File: src/rtl/ct_pmp_chk_pipe_if.sv
// Request/response, PMP-port and fault-capture bundle for ct_pmp_chk_pipe.
// flt_cnt exists only when PMP_CHK_FAULT_CNT_EN is defined.
interface ct_pmp_chk_pipe_if #(
   parameter int TAG_W = 4
`ifdef PMP_CHK_FAULT_CNT_EN
  ,parameter int CNT_W = 16
`endif
);
   logic             req_vld;
   logic             req_rdy;
   logic [27:0]      req_pa;
   logic [1:0]       req_type;
   logic [TAG_W-1:0] req_tag;
   logic [27:0]      chk_pmp_pa;
   logic [3:0]       pmp_chk_flg;
   logic             cp0_pmp_wreg;
   logic             rsp_vld;
   logic             rsp_rdy;
   logic             rsp_fault;
   logic [TAG_W-1:0] rsp_tag;
   logic [27:0]      rsp_pa;
   logic             flt_vld;
   logic [27:0]      flt_pa;
   logic [1:0]       flt_type;
   logic             flt_clr;
`ifdef PMP_CHK_FAULT_CNT_EN
   logic [CNT_W-1:0] flt_cnt;
`endif

   // Master is the MMU/LSU + PMP + CP0 environment; slave is the check pipe.
   modport master (
      output req_vld, req_pa, req_type, req_tag, pmp_chk_flg, cp0_pmp_wreg, rsp_rdy, flt_clr,
      input  req_rdy, chk_pmp_pa, rsp_vld, rsp_fault, rsp_tag, rsp_pa, flt_vld, flt_pa, flt_type
`ifdef PMP_CHK_FAULT_CNT_EN
     ,input  flt_cnt
`endif
   );

   modport slave (
      input  req_vld, req_pa, req_type, req_tag, pmp_chk_flg, cp0_pmp_wreg, rsp_rdy, flt_clr,
      output req_rdy, chk_pmp_pa, rsp_vld, rsp_fault, rsp_tag, rsp_pa, flt_vld, flt_pa, flt_type
`ifdef PMP_CHK_FAULT_CNT_EN
     ,output flt_cnt
`endif
   );
endinterface

File: src/rtl/ct_pmp_chk_pipe.sv
// Two-stage registered wrapper in front of one PMP check port with sticky first-fault capture.
// Optional saturating fault counter (flt_cnt) enabled by defining PMP_CHK_FAULT_CNT_EN.
module ct_pmp_chk_pipe #(
   parameter int TAG_W = 4
`ifdef PMP_CHK_FAULT_CNT_EN
  ,parameter int CNT_W = 16
`endif
) (
   input logic              forever_cpuclk,
   input logic              cpurst,
   ct_pmp_chk_pipe_if.slave bus
);
   typedef enum logic [1:0] {
      TYPE_LOAD  = 2'd0,
      TYPE_STORE = 2'd1,
      TYPE_FETCH = 2'd2,
      TYPE_RSVD  = 2'd3
   } acc_type_e;

   logic             r_s1_vld;
   logic [27:0]      r_s1_pa;
   acc_type_e        r_s1_type;
   logic [TAG_W-1:0] r_s1_tag;
   logic             r_s2_vld;
   logic             r_s2_fault;
   logic [TAG_W-1:0] r_s2_tag;
   logic [27:0]      r_s2_pa;
   logic             r_flt_vld;
   logic [27:0]      r_flt_pa;
   logic [1:0]       r_flt_type;

   logic w_s1_adv;
   logic w_req_rdy;
   logic w_req_acc;
   logic w_fault;
   logic w_flt_evt;
   logic w_flt_set;
   logic w_unused_nomatch;

   // S1 never advances during a CSR write, so a flag from that cycle is never consumed.
   assign w_s1_adv  = r_s1_vld & ~bus.cp0_pmp_wreg & (~r_s2_vld | bus.rsp_rdy);
   assign w_req_rdy = ~r_s1_vld | w_s1_adv;
   assign w_req_acc = bus.req_vld & w_req_rdy;

   // The PMP already folds default-deny into R/W/X, so no-match is informational only.
   assign w_unused_nomatch = bus.pmp_chk_flg[3];

   // NOTE: assign the default before the case so every path drives w_fault and no latch is inferred.
   always_comb begin
      w_fault = 1'b1;
      case (r_s1_type)
         TYPE_LOAD:  w_fault = ~bus.pmp_chk_flg[0];
         TYPE_STORE: w_fault = ~bus.pmp_chk_flg[1];
         TYPE_FETCH: w_fault = ~bus.pmp_chk_flg[2];
         default:    w_fault = 1'b1;
      endcase
   end

   assign w_flt_evt = w_s1_adv & w_fault;
   assign w_flt_set = w_flt_evt & (~r_flt_vld | bus.flt_clr);

   // NOTE: clocked state uses non-blocking assignments so every register samples pre-edge values.
   always_ff @(posedge forever_cpuclk or posedge cpurst) begin
      if (cpurst) begin
         r_s1_vld  <= 1'b0;
         r_s1_pa   <= '0;
         r_s1_type <= TYPE_LOAD;
         r_s1_tag  <= '0;
      end else if (w_req_acc) begin
         r_s1_vld  <= 1'b1;
         r_s1_pa   <= bus.req_pa;
         r_s1_type <= acc_type_e'(bus.req_type);
         r_s1_tag  <= bus.req_tag;
      end else if (w_s1_adv) begin
         r_s1_vld  <= 1'b0;
      end
   end

   always_ff @(posedge forever_cpuclk or posedge cpurst) begin
      if (cpurst) begin
         r_s2_vld   <= 1'b0;
         r_s2_fault <= 1'b0;
         r_s2_tag   <= '0;
         r_s2_pa    <= '0;
      end else if (w_s1_adv) begin
         r_s2_vld   <= 1'b1;
         r_s2_fault <= w_fault;
         r_s2_tag   <= r_s1_tag;
         r_s2_pa    <= r_s1_pa;
      end else if (bus.rsp_rdy) begin
         r_s2_vld   <= 1'b0;
      end
   end

   // A fault coinciding with flt_clr is captured: set wins over clear.
   always_ff @(posedge forever_cpuclk or posedge cpurst) begin
      if (cpurst) begin
         r_flt_vld  <= 1'b0;
         r_flt_pa   <= '0;
         r_flt_type <= '0;
      end else if (w_flt_set) begin
         r_flt_vld  <= 1'b1;
         r_flt_pa   <= r_s1_pa;
         r_flt_type <= r_s1_type;
      end else if (bus.flt_clr) begin
         r_flt_vld  <= 1'b0;
      end
   end

`ifdef PMP_CHK_FAULT_CNT_EN
   logic [CNT_W-1:0] r_flt_cnt;

   always_ff @(posedge forever_cpuclk or posedge cpurst) begin
      if (cpurst) begin
         r_flt_cnt <= '0;
      end else if (bus.flt_clr) begin
         r_flt_cnt <= CNT_W'(w_flt_evt);
      end else if (w_flt_evt && (r_flt_cnt != '1)) begin
         r_flt_cnt <= r_flt_cnt + CNT_W'(1);
      end
   end

   assign bus.flt_cnt = r_flt_cnt;
`endif

   assign bus.req_rdy    = w_req_rdy;
   assign bus.chk_pmp_pa = r_s1_pa;
   assign bus.rsp_vld    = r_s2_vld;
   assign bus.rsp_fault  = r_s2_fault;
   assign bus.rsp_tag    = r_s2_tag;
   assign bus.rsp_pa     = r_s2_pa;
   assign bus.flt_vld    = r_flt_vld;
   assign bus.flt_pa     = r_flt_pa;
   assign bus.flt_type   = r_flt_type;
endmodule
File: src/flat_wrapper.sv
// flat-port wrapper written by rule: the top's interface ports become plain ports
module ct_pmp_chk_pipe_flat 
#(
   parameter int TAG_W = 4

)
  (forever_cpuclk, cpurst, bus_req_vld, bus_req_pa, bus_req_type, bus_req_tag, bus_pmp_chk_flg, bus_cp0_pmp_wreg, bus_rsp_rdy, bus_flt_clr, bus_req_rdy, bus_chk_pmp_pa, bus_rsp_vld, bus_rsp_fault, bus_rsp_tag, bus_rsp_pa, bus_flt_vld, bus_flt_pa, bus_flt_type);
  ct_pmp_chk_pipe_if #(.TAG_W(TAG_W)) bus_i ();
  input logic forever_cpuclk;
  input logic cpurst;
  input wire logic [$bits(bus_i.req_vld)-1:0] bus_req_vld;
  input wire logic [$bits(bus_i.req_pa)-1:0] bus_req_pa;
  input wire logic [$bits(bus_i.req_type)-1:0] bus_req_type;
  input wire logic [$bits(bus_i.req_tag)-1:0] bus_req_tag;
  input wire logic [$bits(bus_i.pmp_chk_flg)-1:0] bus_pmp_chk_flg;
  input wire logic [$bits(bus_i.cp0_pmp_wreg)-1:0] bus_cp0_pmp_wreg;
  input wire logic [$bits(bus_i.rsp_rdy)-1:0] bus_rsp_rdy;
  input wire logic [$bits(bus_i.flt_clr)-1:0] bus_flt_clr;
  output wire logic [$bits(bus_i.req_rdy)-1:0] bus_req_rdy;
  output wire logic [$bits(bus_i.chk_pmp_pa)-1:0] bus_chk_pmp_pa;
  output wire logic [$bits(bus_i.rsp_vld)-1:0] bus_rsp_vld;
  output wire logic [$bits(bus_i.rsp_fault)-1:0] bus_rsp_fault;
  output wire logic [$bits(bus_i.rsp_tag)-1:0] bus_rsp_tag;
  output wire logic [$bits(bus_i.rsp_pa)-1:0] bus_rsp_pa;
  output wire logic [$bits(bus_i.flt_vld)-1:0] bus_flt_vld;
  output wire logic [$bits(bus_i.flt_pa)-1:0] bus_flt_pa;
  output wire logic [$bits(bus_i.flt_type)-1:0] bus_flt_type;
  assign bus_i.req_vld = bus_req_vld;
  assign bus_i.req_pa = bus_req_pa;
  assign bus_i.req_type = bus_req_type;
  assign bus_i.req_tag = bus_req_tag;
  assign bus_i.pmp_chk_flg = bus_pmp_chk_flg;
  assign bus_i.cp0_pmp_wreg = bus_cp0_pmp_wreg;
  assign bus_i.rsp_rdy = bus_rsp_rdy;
  assign bus_i.flt_clr = bus_flt_clr;
  assign bus_req_rdy = bus_i.req_rdy;
  assign bus_chk_pmp_pa = bus_i.chk_pmp_pa;
  assign bus_rsp_vld = bus_i.rsp_vld;
  assign bus_rsp_fault = bus_i.rsp_fault;
  assign bus_rsp_tag = bus_i.rsp_tag;
  assign bus_rsp_pa = bus_i.rsp_pa;
  assign bus_flt_vld = bus_i.flt_vld;
  assign bus_flt_pa = bus_i.flt_pa;
  assign bus_flt_type = bus_i.flt_type;
  ct_pmp_chk_pipe #(.TAG_W(TAG_W)) u_core (.forever_cpuclk(forever_cpuclk), .cpurst(cpurst), .bus(bus_i));
endmodule
File: config.mk
export PLATFORM = sky130hd
export DESIGN_NAME = ct_pmp_chk_pipe_flat
export DESIGN_NICKNAME = d
export VERILOG_FILES = /design/src/rtl/ct_pmp_chk_pipe_if.sv /design/src/rtl/ct_pmp_chk_pipe.sv /design/src/flat_wrapper.sv
export SDC_FILE = /design/constraint.sdc
export NUM_CORES = 1
export LEC_CHECK = 0
export CAP_MARGIN = 20
export CORE_MARGIN = 3
export CORE_UTILIZATION = 25
export DETAILED_ROUTE_END_ITERATION = 10
export DONT_BUFFER_PORTS = 1
export GPL_TIMING_DRIVEN = 0
export PLACE_DENSITY_LB_ADDON = 0.05
export SYNTH_ARGS = -nofsm -noshare
export SYNTH_HDL_FRONTEND = slang
export SYNTH_SLANG_ARGS = --single-unit
File: constraint.sdc
create_clock -name forever_cpuclk -period 8.6 [get_ports forever_cpuclk]
set_input_delay 0.86 -clock forever_cpuclk [delete_from_list [all_inputs] [get_ports forever_cpuclk]]
set_output_delay 0.86 -clock forever_cpuclk [all_outputs]
set_load 0.02 [all_outputs]
==> Implementation_results.wiki <==
{| class="wikitable"
! Metric !! Value
|-
| TritonCTS Buffers || 9
|-
| Post-synthesis cell area || 0.00388 mm2
|-
| Area share of and/or/nand/nor cells after synthesis || 0.00998
|-
| Cell accounting for the most synthesized area || dfrtp_1
|-
| Peak supply drop || 141 uV
|-
| Final slew viol count || 0
|-
| Met1 track demand over resource || 0.124
|-
| Core area || 0.0149 mm2
|-
| Xor-xnor portion of the synthesized cell area || 0
|-
| Fraction of the yosys area taken by sequential cells || 0.644
|-
| Count of flip-flops with a built-in enable after synthesis || 0
|-
| Via total after detailed routing || around 1900
|-
| # Post-CTS Setup Buffers || 0
|-
| Multiplexer fraction of the synthesized cell area || 0.310
|-
| Area post-placement || about 0.0041 mm2
|-
| Synth unique cells || 19
|-
| Number of cells traversed by the worst hold path || 1
|-
| Fraction of layout instances using a drive strength above 1 || 0.481
|-
| Number of rows created at floorplan || 44
|-
| Maximum clock frequency || 0.359 GHz
|-
| Non-Filler Instances || 423
|-
| Number of I/O port buffers || 0
|-
| Path type of the worst min-delay path || flip-flop to flip-flop
|-
| Maximum number of pins on one net before global-route repair || between 50 and 60
|-
| Count of cells along the worst register-to-register path || 5
|-
| Post-detailed-placement half-perimeter wirelength || around 6 mm
|-
| Transition time at the pin with the least slew margin || 0.958 ns
|-
| Number of global-route vias before repair || 2086
|-
| Result of the run || finished clean
|-
| Synthesized area divided by synthesized cell count || 17.4 um2
|-
| Reg2reg end || u_core.bus.chk_pmp_pa[2]
|-
| Area contributors post-synth || dfrtp_1 64%, mux2_2 19%, mux2_4 12%
|-
| Cell total after placement || 408
|-
| Clk root buf || clkbuf_16
|-
| Data required time at the worst endpoint || 8.83 ns
|-
| Highest-utilization routing layer at the global route stage || met2
|-
| Endpoint with the worst hold slack || u_core.r_s1_tag[0]
|-
| Most repeated cell in the gate-level netlist after synthesis || dfrtp_1
|-
| Worst setup slack for register-to-register paths || 5.82 ns
|-
| Residual antenna-violating net count after detailed routing || 0
|-
| Post-Synthesis Net Count || about 270
|-
| Crit path max fanout || 10
|-
| GP Congestion || 0.662
|-
| Design area || 0.00445 mm2
|-
| Area enclosed by the die boundary || around 0.017 mm2
|-
| Fin crit share || 0.324
|-
| Starting density of the core || 0.261
|-
| DRC || 0
|-
| M3 GR Usage || 0.0606
|-
| Clock sink count || 100
|-
| Post-Route Skew || about 0.0054 ns
|-
| Number of filler cells placed in the layout || roughly 1500
|-
| Number of antenna violations at the first check in global routing || 1
|-
| Post-synthesis adder-cell area fraction || 0
|-
| Routed WL || between 8 and 9 mm
|-
| Most frequent cells after synthesis || 100 x dfrtp_1, 66 x mux2_2, 30 x mux2_4, 5 x clkbuf_1
|-
| Minimum hold slack || 0.501 ns
|-
| Clock insertion delay at the later pin of the skew report || 0.34 ns
|-
| Final critical delay including setup and external delays || 2.78 ns
|-
| Post-synth top flop || dfrtp_1
|-
| All-layer global routing usage || 0.104
|-
| Cell count after synthesis || 223
|-
| First-pass GRT wire length || around 13 mm
|-
| Max transition margin || 0.355
|-
| Post-CTS Hold Buffers || 0
|-
| Clock edge transition at the registers on the reported setup and hold paths || about 0.060 ns
|-
| Layout overhead on the synthesized area || 14.4%
|-
| Power per Cell Area || between 300 and 400 mW/mm2
|-
| Via-to-Cell Ratio || ~4.4
|-
| Kind of start point of the critical path || flip-flop
|-
| Core Util, Final || 0.299
|-
| Share of async-settable or async-resettable flops after synthesis || 1.00
|-
| Synth Register Bits || 100
|-
| Yosys warning total || 0
|-
| Sum of overflow across all layers after global routing || 0
|-
| Complex-gate fraction of the synthesized area || 0.0145
|-
| H-tree depth || 3
|-
| Vert. Die Dim || 131 um
|-
| Diode insertion count for antenna repair || 0
|-
| Critical path class || flip-flop to flip-flop
|-
| Top-level I/O count || ~140
|-
| Setup TNS || 0 ns
|-
| CTS resizes || 0
|-
| Final setup violation count || 0
|-
| Yosys top cell area share || 0.644
|-
| Chip Width || 131 um
|-
| Met2 Use GR || 0.154
|-
| Number of detailed-route iterations in the first pass || 2
|-
| CTS tree || done
|-
| Per-cell routed wire length || 20.6 um
|-
| Violation count after the first detailed-route iteration || 33
|-
| Number of buffers on the longest clock path || 2
|-
| Leak pwr || ~1.9 nW
|-
| Maximum capacitance violations || 0
|-
| Beginning of the worst register-to-register path || u_core.bus.rsp_vld
|-
| Origin of the worst min-delay path || u_core.r_s1_tag[0]
|-
| Critical Path Sink Type || flip-flop
|-
| Number of hold violations in the final report || 0
|-
| WP data arrival || 3.01 ns
|-
| Total number of nets in the final design || ~280
|-
| RSZ-0062 raised after global routing || no
|-
| Combinational family with the most area after synthesis || multiplexers
|}
## state kept, by name, indices dropped and copies added (netlist names)
register	cells
u_core.r_s1_type	2
u_core.bus.rsp_vld	1
u_core.bus.flt_vld	1
u_core.bus.flt_type	2
u_core.bus.rsp_tag	4
u_core.r_s1_vld	1
u_core.bus.flt_pa	28
u_core.bus.chk_pmp_pa	28
u_core.bus.rsp_pa	28
u_core.bus.rsp_fault	1
u_core.r_s1_tag	4
## cell families (layout without fill, tap and decap cells)
group                  Yosys count  in the layout
DFF                            100            100
muxes                           97             97
buffers and inverters           14             30
and+or+nand+nor                  7              7
AOI/OAI and AO/OA                5              5
## critical path, cell delays in order (launching register included)
cell      delay (ns)
dfrtp_1         0.46
nor2b_1         0.19
o21ai_0         0.75
nand2_1         0.46
clkbuf_1        0.43
mux2_2          0.37
## per-stage QoR
step | worst slack, ns | power (mW)
final | 5.82 | 1.63
after global routing | 5.63 | 1.71
after CTS | 5.77 | 1.66
after detailed placement | 5.51 | 1.22
after global placement | 3.61 | 1.22
after floorplan | 5.12 | 1.14
## power by group
| group | total [mW] | internal [mW] | switching (mW) |
|---|---|---|---|
| sequential | 0.954 | 0.627 | 0.327 |
| clock | 0.424 | 0.254 | 0.170 |
| combinational | 0.247 | 0.174 | 0.0728 |
| total | 1.63 | 1.06 | 0.569 |
## metal layers
metal  share of wire  wire (um)
met1            0.41       3590
met2            0.45       3920
met3            0.12       1040
met4           0.019        162
met5          0.0015         13
## worst max path at each step
| stage | slack (ns) | cells past startpoint | from | to |
|---|---|---|---|---|
| floorplan | 5.12 | 1 | cpurst | u_core.bus.chk_pmp_pa[0] |
| global placement | 3.61 | 1 | cpurst | u_core.bus.flt_pa[20] |
| detailed placement | 5.51 | 5 | bus_rsp_rdy | u_core.bus.chk_pmp_pa[18] |
| CTS | 5.77 | 5 | u_core.bus.rsp_vld | u_core.bus.chk_pmp_pa[18] |
| global route | 5.63 | 5 | u_core.bus.rsp_vld | u_core.bus.chk_pmp_pa[7] |
| finish | 5.82 | 5 | u_core.bus.rsp_vld | u_core.bus.chk_pmp_pa[2] |
## layout by cell type (no fill, tap or decap), drive strengths merged
cell type,synthesis,final
dfrtp,100,100
nor2,1,1
or3,1,1
bufinv,0,2
o31ai,1,1
and3b,1,1
o32ai,1,1
nand2b,1,1
o21bai,1,1
inv,4,4
clkbuf,5,18
mux2i,1,1
o21ai,1,1
nand2,2,2
mux2,96,96
a2111oi,1,1
buf,5,6
nor2b,1,1
## area by class of cell
| class | count | area [um2] | area share |
|---|---|---|---|
| Clock inverter | 2 | 60.1 | 0.0135 |
| Tap cell | 184 | 230 | 0.0518 |
| Buffer | 10 | 68.8 | 0.0155 |
| Timing Repair Buffer | 1 | 27.5 | 0.00619 |
| Clock buffer | 13 | 240 | 0.0540 |
| Multi-Input combinational cell | 109 | 1300 | 0.292 |
| Sequential cell | 100 | 2500 | 0.563 |
| Inverter | 4 | 17.5 | 0.00394 |
Note: power is estimated with default switching activity, not from simulation.
